$ cat config.mk
export PLATFORM = sky130hd
export DESIGN_NAME = pipeline_scoreboard_flat
export DESIGN_NICKNAME = d
export VERILOG_FILES = /design/src/rtl/pipeline_scoreboard_pkg.sv /design/src/rtl/pipeline_scoreboard_if.sv /design/src/rtl/pipeline_scoreboard.sv /design/src/flat_wrapper.sv
export SDC_FILE = /design/constraint.sdc
export NUM_CORES = 1
export LEC_CHECK = 0
export CAP_MARGIN = 40
export CORE_ASPECT_RATIO = 0.75
export CORE_MARGIN = 10
export CORE_UTILIZATION = 40
export CTS_CLUSTER_DIAMETER = 120
export DETAILED_ROUTE_END_ITERATION = 7
export MAX_ROUTING_LAYER = met4
export PLACE_DENSITY_LB_ADDON = 0.12
export SETUP_SLACK_MARGIN = 0.1
export SLEW_MARGIN = 20
export SYNTH_ARGS = -nofsm -noshare
export SYNTH_HDL_FRONTEND = slang
export SYNTH_SLANG_ARGS = --single-unit
export TNS_END_PERCENT = 5
$ cat constraint.sdc
create_clock -name i_clk -period 4.3 [get_ports i_clk]
set_input_delay 0.86 -clock i_clk [delete_from_list [all_inputs] [get_ports i_clk]]
set_output_delay 0.86 -clock i_clk [all_outputs]
set_load 0.05 [all_outputs]
$ cat src/rtl/pipeline_scoreboard_pkg.sv
// Shared pipeline constants for register indexing, plus a one-hot register decode helper.
package pipeline_scoreboard_pkg;

  localparam int unsigned REG_IDX_W = 5;
  localparam int unsigned NUM_REGS  = 32;
  localparam logic [REG_IDX_W-1:0] REG_ZERO = 5'd0;

  function automatic logic [NUM_REGS-1:0] reg_onehot(input logic [REG_IDX_W-1:0] idx);
    logic [NUM_REGS-1:0] v;
    v = '0;
    v[idx] = 1'b1;
    return v;
  endfunction

endpackage

$ cat src/rtl/pipeline_scoreboard_if.sv
// Decode/completion inputs and scoreboard status outputs. The pipeline drives these signals
// through the master modport, and the scoreboard uses the slave modport.
interface pipeline_scoreboard_if
  import pipeline_scoreboard_pkg::*;
#(
  parameter int unsigned CNT_W = 3
) ();

  logic                 decode_valid;
  logic [REG_IDX_W-1:0] decode_rs_index;
  logic [REG_IDX_W-1:0] decode_rt_index;
  logic                 decode_uses_rs;
  logic                 decode_uses_rt;
  logic [REG_IDX_W-1:0] decode_rd_index;
  logic                 decode_regwrite;
  logic                 decode_long_op;
  logic                 complete_valid;
  logic [REG_IDX_W-1:0] complete_rd_index;
  logic                 stall;
  logic [NUM_REGS-1:0]  pending_mask;
  logic [CNT_W-1:0]     outstanding_count;
  logic                 err_spurious_complete;

  modport master (
    output decode_valid, decode_rs_index, decode_rt_index, decode_uses_rs, decode_uses_rt,
    output decode_rd_index, decode_regwrite, decode_long_op, complete_valid, complete_rd_index,
    input  stall, pending_mask, outstanding_count, err_spurious_complete
  );

  modport slave (
    input  decode_valid, decode_rs_index, decode_rt_index, decode_uses_rs, decode_uses_rt,
    input  decode_rd_index, decode_regwrite, decode_long_op, complete_valid, complete_rd_index,
    output stall, pending_mask, outstanding_count, err_spurious_complete
  );

endinterface

$ cat src/rtl/pipeline_scoreboard.sv
// Tracks destinations of in-flight long-latency ops and stalls DECODE on RAW/WAW hazards or a
// full table; a completion wakes its register in the same cycle.
module pipeline_scoreboard
  import pipeline_scoreboard_pkg::*;
#(
  parameter int unsigned MAX_OUTSTANDING = 4,
  parameter int unsigned CNT_W           = 3
) (
  input logic                i_clk,
  input logic                i_rst,
  pipeline_scoreboard_if.slave sb_if
);

  logic [NUM_REGS-1:0] r_pending, w_pending_d;
  logic [CNT_W-1:0]    r_count, w_count_d;
  logic                r_err, w_err_d;

  logic w_cmp_valid, w_cmp_hit, w_full, w_track, w_issue, w_stall;
  logic w_hz_rs, w_hz_rt, w_hz_rd;

  // Pending and not being completed this very cycle.
  function automatic logic hazard(input logic [REG_IDX_W-1:0] idx,
                                  input logic [NUM_REGS-1:0]  pending,
                                  input logic                 cmp_valid,
                                  input logic [REG_IDX_W-1:0] cmp_idx);
    return (idx != REG_ZERO) && pending[idx] && !(cmp_valid && (cmp_idx == idx));
  endfunction

  always_comb begin
    w_cmp_valid = sb_if.complete_valid && (sb_if.complete_rd_index != REG_ZERO);
    w_cmp_hit   = w_cmp_valid && r_pending[sb_if.complete_rd_index];
    w_full      = (r_count == CNT_W'(MAX_OUTSTANDING)) && !w_cmp_hit;
    w_track     = sb_if.decode_long_op && sb_if.decode_regwrite &&
                  (sb_if.decode_rd_index != REG_ZERO);

    w_hz_rs = hazard(sb_if.decode_rs_index, r_pending, w_cmp_valid, sb_if.complete_rd_index);
    w_hz_rt = hazard(sb_if.decode_rt_index, r_pending, w_cmp_valid, sb_if.complete_rd_index);
    w_hz_rd = hazard(sb_if.decode_rd_index, r_pending, w_cmp_valid, sb_if.complete_rd_index);

    w_stall = sb_if.decode_valid && ((sb_if.decode_uses_rs && w_hz_rs) ||
                                     (sb_if.decode_uses_rt && w_hz_rt) ||
                                     (sb_if.decode_regwrite && w_hz_rd) ||
                                     (w_track && w_full));
    w_issue = sb_if.decode_valid && !w_stall && w_track;
  end

  always_comb begin
    w_pending_d = r_pending;
    w_count_d   = r_count;
    // Clear before set so a same-register issue keeps the bit.
    if (w_cmp_hit) w_pending_d = w_pending_d & ~reg_onehot(sb_if.complete_rd_index);
    if (w_issue)   w_pending_d = w_pending_d | reg_onehot(sb_if.decode_rd_index);
    if (w_issue && !w_cmp_hit)      w_count_d = r_count + CNT_W'(1);
    else if (!w_issue && w_cmp_hit) w_count_d = r_count - CNT_W'(1);
    w_err_d = sb_if.complete_valid && !w_cmp_hit;
  end

  always_ff @(posedge i_clk) begin
    if (i_rst) begin
      r_pending <= '0;
      r_count   <= '0;
      r_err     <= 1'b0;
    end else begin
      r_pending <= w_pending_d;
      r_count   <= w_count_d;
      r_err     <= w_err_d;
    end
  end

`ifndef SYNTHESIS
  always_ff @(posedge i_clk) begin
    if (!i_rst) begin
      assert (r_count <= CNT_W'(MAX_OUTSTANDING))
        else $error("outstanding_count exceeds MAX_OUTSTANDING");
      assert (!(w_cmp_hit && !w_issue && (r_count == '0)))
        else $error("outstanding_count underflow");
    end
  end
`endif

  assign sb_if.stall                 = w_stall;
  assign sb_if.pending_mask          = r_pending;
  assign sb_if.outstanding_count     = r_count;
  assign sb_if.err_spurious_complete = r_err;

endmodule

$ cat src/flat_wrapper.sv
// flat-port wrapper written by rule: the top's interface ports become plain ports
module pipeline_scoreboard_flat import pipeline_scoreboard_pkg::*;
#(
  parameter int unsigned MAX_OUTSTANDING = 4,
  parameter int unsigned CNT_W           = 3
)
  (i_clk, i_rst, sb_if_decode_valid, sb_if_decode_rs_index, sb_if_decode_rt_index, sb_if_decode_uses_rs, sb_if_decode_uses_rt, sb_if_decode_rd_index, sb_if_decode_regwrite, sb_if_decode_long_op, sb_if_complete_valid, sb_if_complete_rd_index, sb_if_stall, sb_if_pending_mask, sb_if_outstanding_count, sb_if_err_spurious_complete);
  pipeline_scoreboard_if #(.CNT_W(CNT_W)) sb_if_i ();
  input logic i_clk;
  input logic i_rst;
  input wire logic [$bits(sb_if_i.decode_valid)-1:0] sb_if_decode_valid;
  input wire logic [$bits(sb_if_i.decode_rs_index)-1:0] sb_if_decode_rs_index;
  input wire logic [$bits(sb_if_i.decode_rt_index)-1:0] sb_if_decode_rt_index;
  input wire logic [$bits(sb_if_i.decode_uses_rs)-1:0] sb_if_decode_uses_rs;
  input wire logic [$bits(sb_if_i.decode_uses_rt)-1:0] sb_if_decode_uses_rt;
  input wire logic [$bits(sb_if_i.decode_rd_index)-1:0] sb_if_decode_rd_index;
  input wire logic [$bits(sb_if_i.decode_regwrite)-1:0] sb_if_decode_regwrite;
  input wire logic [$bits(sb_if_i.decode_long_op)-1:0] sb_if_decode_long_op;
  input wire logic [$bits(sb_if_i.complete_valid)-1:0] sb_if_complete_valid;
  input wire logic [$bits(sb_if_i.complete_rd_index)-1:0] sb_if_complete_rd_index;
  output wire logic [$bits(sb_if_i.stall)-1:0] sb_if_stall;
  output wire logic [$bits(sb_if_i.pending_mask)-1:0] sb_if_pending_mask;
  output wire logic [$bits(sb_if_i.outstanding_count)-1:0] sb_if_outstanding_count;
  output wire logic [$bits(sb_if_i.err_spurious_complete)-1:0] sb_if_err_spurious_complete;
  assign sb_if_i.decode_valid = sb_if_decode_valid;
  assign sb_if_i.decode_rs_index = sb_if_decode_rs_index;
  assign sb_if_i.decode_rt_index = sb_if_decode_rt_index;
  assign sb_if_i.decode_uses_rs = sb_if_decode_uses_rs;
  assign sb_if_i.decode_uses_rt = sb_if_decode_uses_rt;
  assign sb_if_i.decode_rd_index = sb_if_decode_rd_index;
  assign sb_if_i.decode_regwrite = sb_if_decode_regwrite;
  assign sb_if_i.decode_long_op = sb_if_decode_long_op;
  assign sb_if_i.complete_valid = sb_if_complete_valid;
  assign sb_if_i.complete_rd_index = sb_if_complete_rd_index;
  assign sb_if_stall = sb_if_i.stall;
  assign sb_if_pending_mask = sb_if_i.pending_mask;
  assign sb_if_outstanding_count = sb_if_i.outstanding_count;
  assign sb_if_err_spurious_complete = sb_if_i.err_spurious_complete;
  pipeline_scoreboard #(.MAX_OUTSTANDING(MAX_OUTSTANDING), .CNT_W(CNT_W)) u_core (.i_clk(i_clk), .i_rst(i_rst), .sb_if(sb_if_i));
endmodule
# Word level (Yosys, flattened, before mapping)
# Cells that the tools add are included.
# totals
reg_bits	36
inputBits	28
out_inout_bits	37
# op_classes
addsub	2
order_cmp	6
eq_ne	4
muxes	16
n_bitwise	3
reduce_logical	40
# ops
operator	count
2-to-1 mux 32 bit	2
AND 32 bit	1
NOT 32 bit	1
OR 32 bit	1
logical AND 1 bit	26
less-than comparator 5 x 6 -> 1 bit (second input constant)	4
binary-select mux 1 bit (select 5 bit)	4
nonzero test 5 bit	4
equality test 5 bit	3
demux 1 bit (select 5 bit)	2
greater-or-equal comparator 5 x 1 -> 1 bit (second input constant)	2
zero test 1 bit	6
2-to-1 mux 1 bit	6
2-to-1 mux 3 bit	2
adder 3 x 1 -> 3 bit (second input constant)	1
equality test 3 bit (second input constant)	1
logical OR 1 bit	3
subtractor 3 x 1 -> 3 bit (second input constant)	1
nonzero test 2 bit	1

# Depth between registers and ports, before layout
# depth
word_depth	17
mapped_depth	15

# Least setup slack after synthesis
# Ideal clock, no wire load.
# synth_timing
path_type	input to register
start	in sb_if_decode_rs_index[2]
end	reg u_core.r_count[2] (netlist: u_core.sb_if.outstanding_count[2])
setup_ns	0.070
t_arrival_ns	3.843
path_slack_ns	0.387
stages	14
n_path_buf	2
cell_sequence	clkbuf_1 -> mux4_2 -> mux2_2 -> a2111oi_2 -> a211o_2 -> o211ai_4 -> buf_6 -> nor2_1 -> ha_1 -> inv_1 -> fa_1 -> xor2_1 -> or3_1 -> a21oi_1
# synth_via
elab_chain_cells	15
# synth_rtl
element	line	text
start: declaration	flat_wrapper.sv:12	input wire logic [$bits(sb_if_i.decode_rs_index)-1:0] sb_if_decode_rs_index;
binary-select mux 1 bit (select 5 bit) or equality test 5 bit (tied branches)	pipeline_scoreboard.sv:26	return (idx != REG_ZERO) && pending[idx] && !(cmp_valid && (cmp_idx == idx));
2-to-1 mux 1 bit (implied by the code) or logical AND 1 bit (tied branches)	pipeline_scoreboard.sv:26	
logical AND 1 bit or zero test 1 bit (tied branches)	pipeline_scoreboard.sv:26	
logical AND 1 bit *	pipeline_scoreboard.sv:26	
logical AND 1 bit *	pipeline_scoreboard.sv:40	w_stall = sb_if.decode_valid && ((sb_if.decode_uses_rs && w_hz_rs) ||
logical OR 1 bit *	pipeline_scoreboard.sv:40	
logical OR 1 bit *	pipeline_scoreboard.sv:41	(sb_if.decode_uses_rt && w_hz_rt) ||
logical OR 1 bit *	pipeline_scoreboard.sv:42	(sb_if.decode_regwrite && w_hz_rd) ||
logical AND 1 bit *	pipeline_scoreboard.sv:40	
zero test 1 bit *	pipeline_scoreboard.sv:44	w_issue = sb_if.decode_valid && !w_stall && w_track;
logical AND 1 bit * (2 in series)	pipeline_scoreboard.sv:44	
zero test 1 bit	pipeline_scoreboard.sv:54	else if (!w_issue && w_cmp_hit) w_count_d = r_count - CNT_W'(1);
logical AND 1 bit	pipeline_scoreboard.sv:54	
nonzero test 2 bit (no line)	-	
end signal: assignment	pipeline_scoreboard.sv:65	r_count <= w_count_d;
end: declaration	pipeline_scoreboard.sv:15	logic [CNT_W-1:0] r_count, w_count_d;
# Every way passes the cells marked *; elsewhere a longest branch is shown, timed or not. The select of a mux whose other input is x is not followed.
# A chain may end at the register's enable or synchronous reset.

# Worst setup path after layout
# layout_timing
start	in sb_if_complete_rd_index[2]
end	out sb_if_stall
# layout_via
elab_chain_cells	10
# layout_rtl
element	line	text
start: declaration	flat_wrapper.sv:20	input wire logic [$bits(sb_if_i.complete_rd_index)-1:0] sb_if_complete_rd_index;
branches (longest 8 deep; another with binary-select mux 1 bit (select 5 bit))	-	
logical OR 1 bit *	pipeline_scoreboard.sv:42	
logical AND 1 bit *	pipeline_scoreboard.sv:40	
end: declaration	flat_wrapper.sv:21	output wire logic [$bits(sb_if_i.stall)-1:0] sb_if_stall;
# Every way passes the cells marked *. The select of a mux whose other input is x is not followed.

==> summary.txt <==
Run status
  • Status: finished clean

Critical path
  • Max FO, Critical Path: 10
  • RR Startpoint: u_core.sb_if.pending_mask[30]
  • Crit path depth: 9
  • Crit end category: primary output
  • Critical Path Sink: sb_if_stall
  • Top delay family on crit path: compound AO/OA/AOI/OAI gates
  • Register-to-Register Path Depth: 12
  • RR Endpoint: u_core.sb_if.outstanding_count[2]
  • Setup CP Type: input port to primary output
  • Arr. time, crit path: 3220 ps
  • CP Launch Type: input port
  • Slowest stage delay, CP: 560 ps
  • Slowest CP cell: clkdlybuf4s50_1
  • Crit. Startpoint: sb_if_complete_rd_index[2]
  • Crit path cell chain: clkdlybuf4s50_1 -> or3_1 -> o31a_1 -> a311oi_1 -> a32oi_1 -> buf_4 -> o211ai_4 -> o21a_1 -> buf_4
  • Buf/Inv on CP: 3
  • Cell mode on critical path: buf_4
  • R2r setup slk: 1010 ps
  • Data required, critical path: 3440 ps

Route
  • Total number of vias: 3569
  • First-pass DRT Iterations: 5
  • Drt first-iter violations: 443
  • Final WL: 13260 µm
  • DRC viols: 0
  • WL/cell: 23.94 µm
  • Avg Vias per Cell: 6.442
  • Antenna Nets Post-Route: 0

Floorplanning
  • Die Ht: 102.4 µm
  • Initial core utilization: 41.96%
  • Core Region: 8636 µm²
  • Site Rows: 29
  • Die width: 129.9 µm
  • Total I/O pin count: 65
  • Die area: 13310 µm²

Timing
  • Final Hold Viols: 0
  • Final setup skew: 6.412 ps
  • Crit share post-route: 94.90%
  • RSZ-0062 raised after global routing: false
  • Minimum clock period: 4081 ps
  • Setup tns final: 0 ps
  • Final Slew Violations: 0
  • Fmax: 245.1 MHz
  • Final setup viols: 0
  • Max-slew headroom: 41.03%
  • Worst-margin pin slew: 882.8 ps

Global route
  • Maximum number of pins on one net before global-route repair: 39
  • Grt ovf: 0
  • First-pass GRT wire length: 20750 µm
  • Vias in the first global route: 3562
  • Overall Global Routing Usage: 20.53%
  • Initial antenna violation count: 0

Clock network
  • Clk sink count: 36
  • Post-CTS Setup Inserts: 0
  • Clk_lat worst skew: 280 ps
  • Clock Path Buffers: 2
  • Post-CTS sizing: 0
  • CTS tree: done
  • CTS root buffer: clkbuf_16
  • CTS clk-pin slew, worst paths: 50 ps
  • CTS Hold Buffers Added: 0
  • Total CTS buffers: 5
  • H-tree depth: 2

Layout
  • Sequential cell area: 720.7 µm²
  • Most frequent cells in the layout: clkdlybuf4s50_1 (61), inv_1 (37), dfxtp_1 (36)
  • Layout Cells excl Fill: 554
  • Layout cells sized above 1: 21.75%
  • Commonest non-fill, non-tap cell in the layout: clkdlybuf4s50_1
  • Fillers: 824
  • Area delta synth->final: 27.76%
  • ANT cells: 0
  • Net total in the final layout: 476
  • Multi-input logic area: 2569 µm²

Logic synthesis
  • Synthesized instance count: 385
  • Post-synth EDFFs: 0
  • Mean Syn Cell Area: 9.412 µm²
  • Mapped Nets: 415
  • Yosys warning count: 0
  • Synth cell types: 56
  • Most common flop cell mapped by yosys: dfxtp_1
  • Post-synth ARST share: 0%
  • Seq cells post-synth: 36
  • Post-Syn Area: 3623 µm²
  • Seq/Total Area, Yosys: 19.89%

Job
  • MaxCap Viol Count: 0

Hold path
  • Min-Delay Path Class: flip-flop to flip-flop

Placement
  • GP Congestion: 0.9250
  • Placed cells: 547
  • Detailed Place HPWL: 9840 µm
  • I/O Buffers: 64

Power
  • Leak Pwr: 1.723 nW
  • Peak supply drop: 149.9 µV
  • Total power per unit cell area: 218.1 nW/µm²
-- tightest hold or removal path, cell delays in order (launching register included) --
cell     delay, ps
dfxtp_1        320
o21ai_0         80
a21oi_1         60
-- synthesized netlist by cell type (4+ instances only) --
| library cell | number | share of area [%] |
|---|---|---|
| o221ai_1 | 9 | 2.2 |
| o41ai_1 | 6 | 1.5 |
| xor2_1 | 12 | 2.9 |
| clkbuf_1 | 15 | 1.6 |
| nor3_1 | 9 | 1.2 |
| nand2_1 | 14 | 1.5 |
| o41ai_2 | 28 | 13 |
| mux4_2 | 16 | 9.9 |
| a211o_1 | 7 | 1.7 |
| nand3b_1 | 6 | 1.2 |
| buf_6 | 4 | 1.2 |
| a22oi_1 | 4 | 0.83 |
| a311o_1 | 18 | 5.0 |
| or3b_2 | 4 | 0.97 |
| buf_1 | 7 | 0.73 |
| buf_2 | 15 | 2.1 |
| xnor2_1 | 5 | 1.2 |
| dfxtp_1 | 36 | 20 |
| inv_1 | 37 | 3.8 |
| mux2i_1 | 31 | 8.6 |
| nand2b_1 | 10 | 1.7 |
| a41o_1 | 6 | 1.7 |
| nor2_1 | 18 | 1.9 |
| or3_1 | 4 | 0.69 |
| nor2b_1 | 9 | 1.6 |
| nor3b_1 | 4 | 0.83 |
| nand3_1 | 12 | 1.7 |
-- power breakdown --
part	internal [mW]	leakage (nW)	total, mW	switching [mW]
clock	0.243	0.0760	0.377	0.134
combinational	0.109	1.36	0.284	0.174
sequential	0.341	0.291	0.349	0.00852
-- final cells by class --
cell class	count	area share, %
timing repair buffer	95	19.73
inverter	37	3.000
multi-input combinational	271	55.49
tap	108	2.919
clock buffer	7	3.297
sequential	36	15.57
-- routing by layer --
| metal | track usage (%) | up-vias | wire, µm |
|---|---|---|---|
| li1 | - | 1618 | - |
| met1 | 27.56 | 1755 | 5994 |
| met2 | 30.90 | 178 | 5939 |
| met3 | 3.828 | 18 | 1121 |
| met4 | 5.603 | 0 | 207 |
| met5 | - | - | 0 |
-- worst min-delay path by stage --
stage | startpoint | to | slack (ps) | cells after the start
2_1_floorplan | u_core.sb_if.outstanding_count[2] | u_core.sb_if.outstanding_count[2] | 730 | 2
3_3_place_gp | u_core.sb_if.outstanding_count[2] | u_core.sb_if.outstanding_count[2] | 480 | 2
3_5_place_dp | u_core.sb_if.outstanding_count[2] | u_core.sb_if.outstanding_count[2] | 500 | 2
4_1_cts | u_core.sb_if.outstanding_count[2] | u_core.sb_if.outstanding_count[2] | 510 | 2
5_1_grt | u_core.sb_if.pending_mask[0] | u_core.sb_if.pending_mask[0] | 570 | 1
6_report | u_core.sb_if.outstanding_count[2] | u_core.sb_if.outstanding_count[2] | 500 | 2
-- cell families (layout without fill, tap and decap cells) --
logic type	count (synthesis)	after routing	synth area share (%)
fa+ha+maj	2	2	0.8978
mux	50	50	19.44
buf+inv	78	139	9.427
xor+xnor	17	17	4.109
compound gates	100	100	30.66
flops	36	36	19.89
simple gates	102	102	15.57
-- sequential cells by signal, indices dropped and copies added (netlist names) --
signal                              count
u_core.sb_if.pending_mask              32
u_core.sb_if.outstanding_count          3
u_core.sb_if.err_spurious_complete      1
-- per-stage QoR --
stage	utilization, %	setup slack (ps)	power, mW	hold WS (ps)	cell area [µm²]
floorplan	-	386.5	0.5372	725.4	3623
global placement	51.78	52.71	0.6346	483.9	4472
detailed placement	51.78	-54.06	0.6368	499.1	4472
CTS	53.55	144.4	1.011	505.9	4624
global route	53.61	118.1	1.051	573.6	4629
finish	53.61	219.2	1.010	503.5	4629
Power figures use the tool's default switching activity.
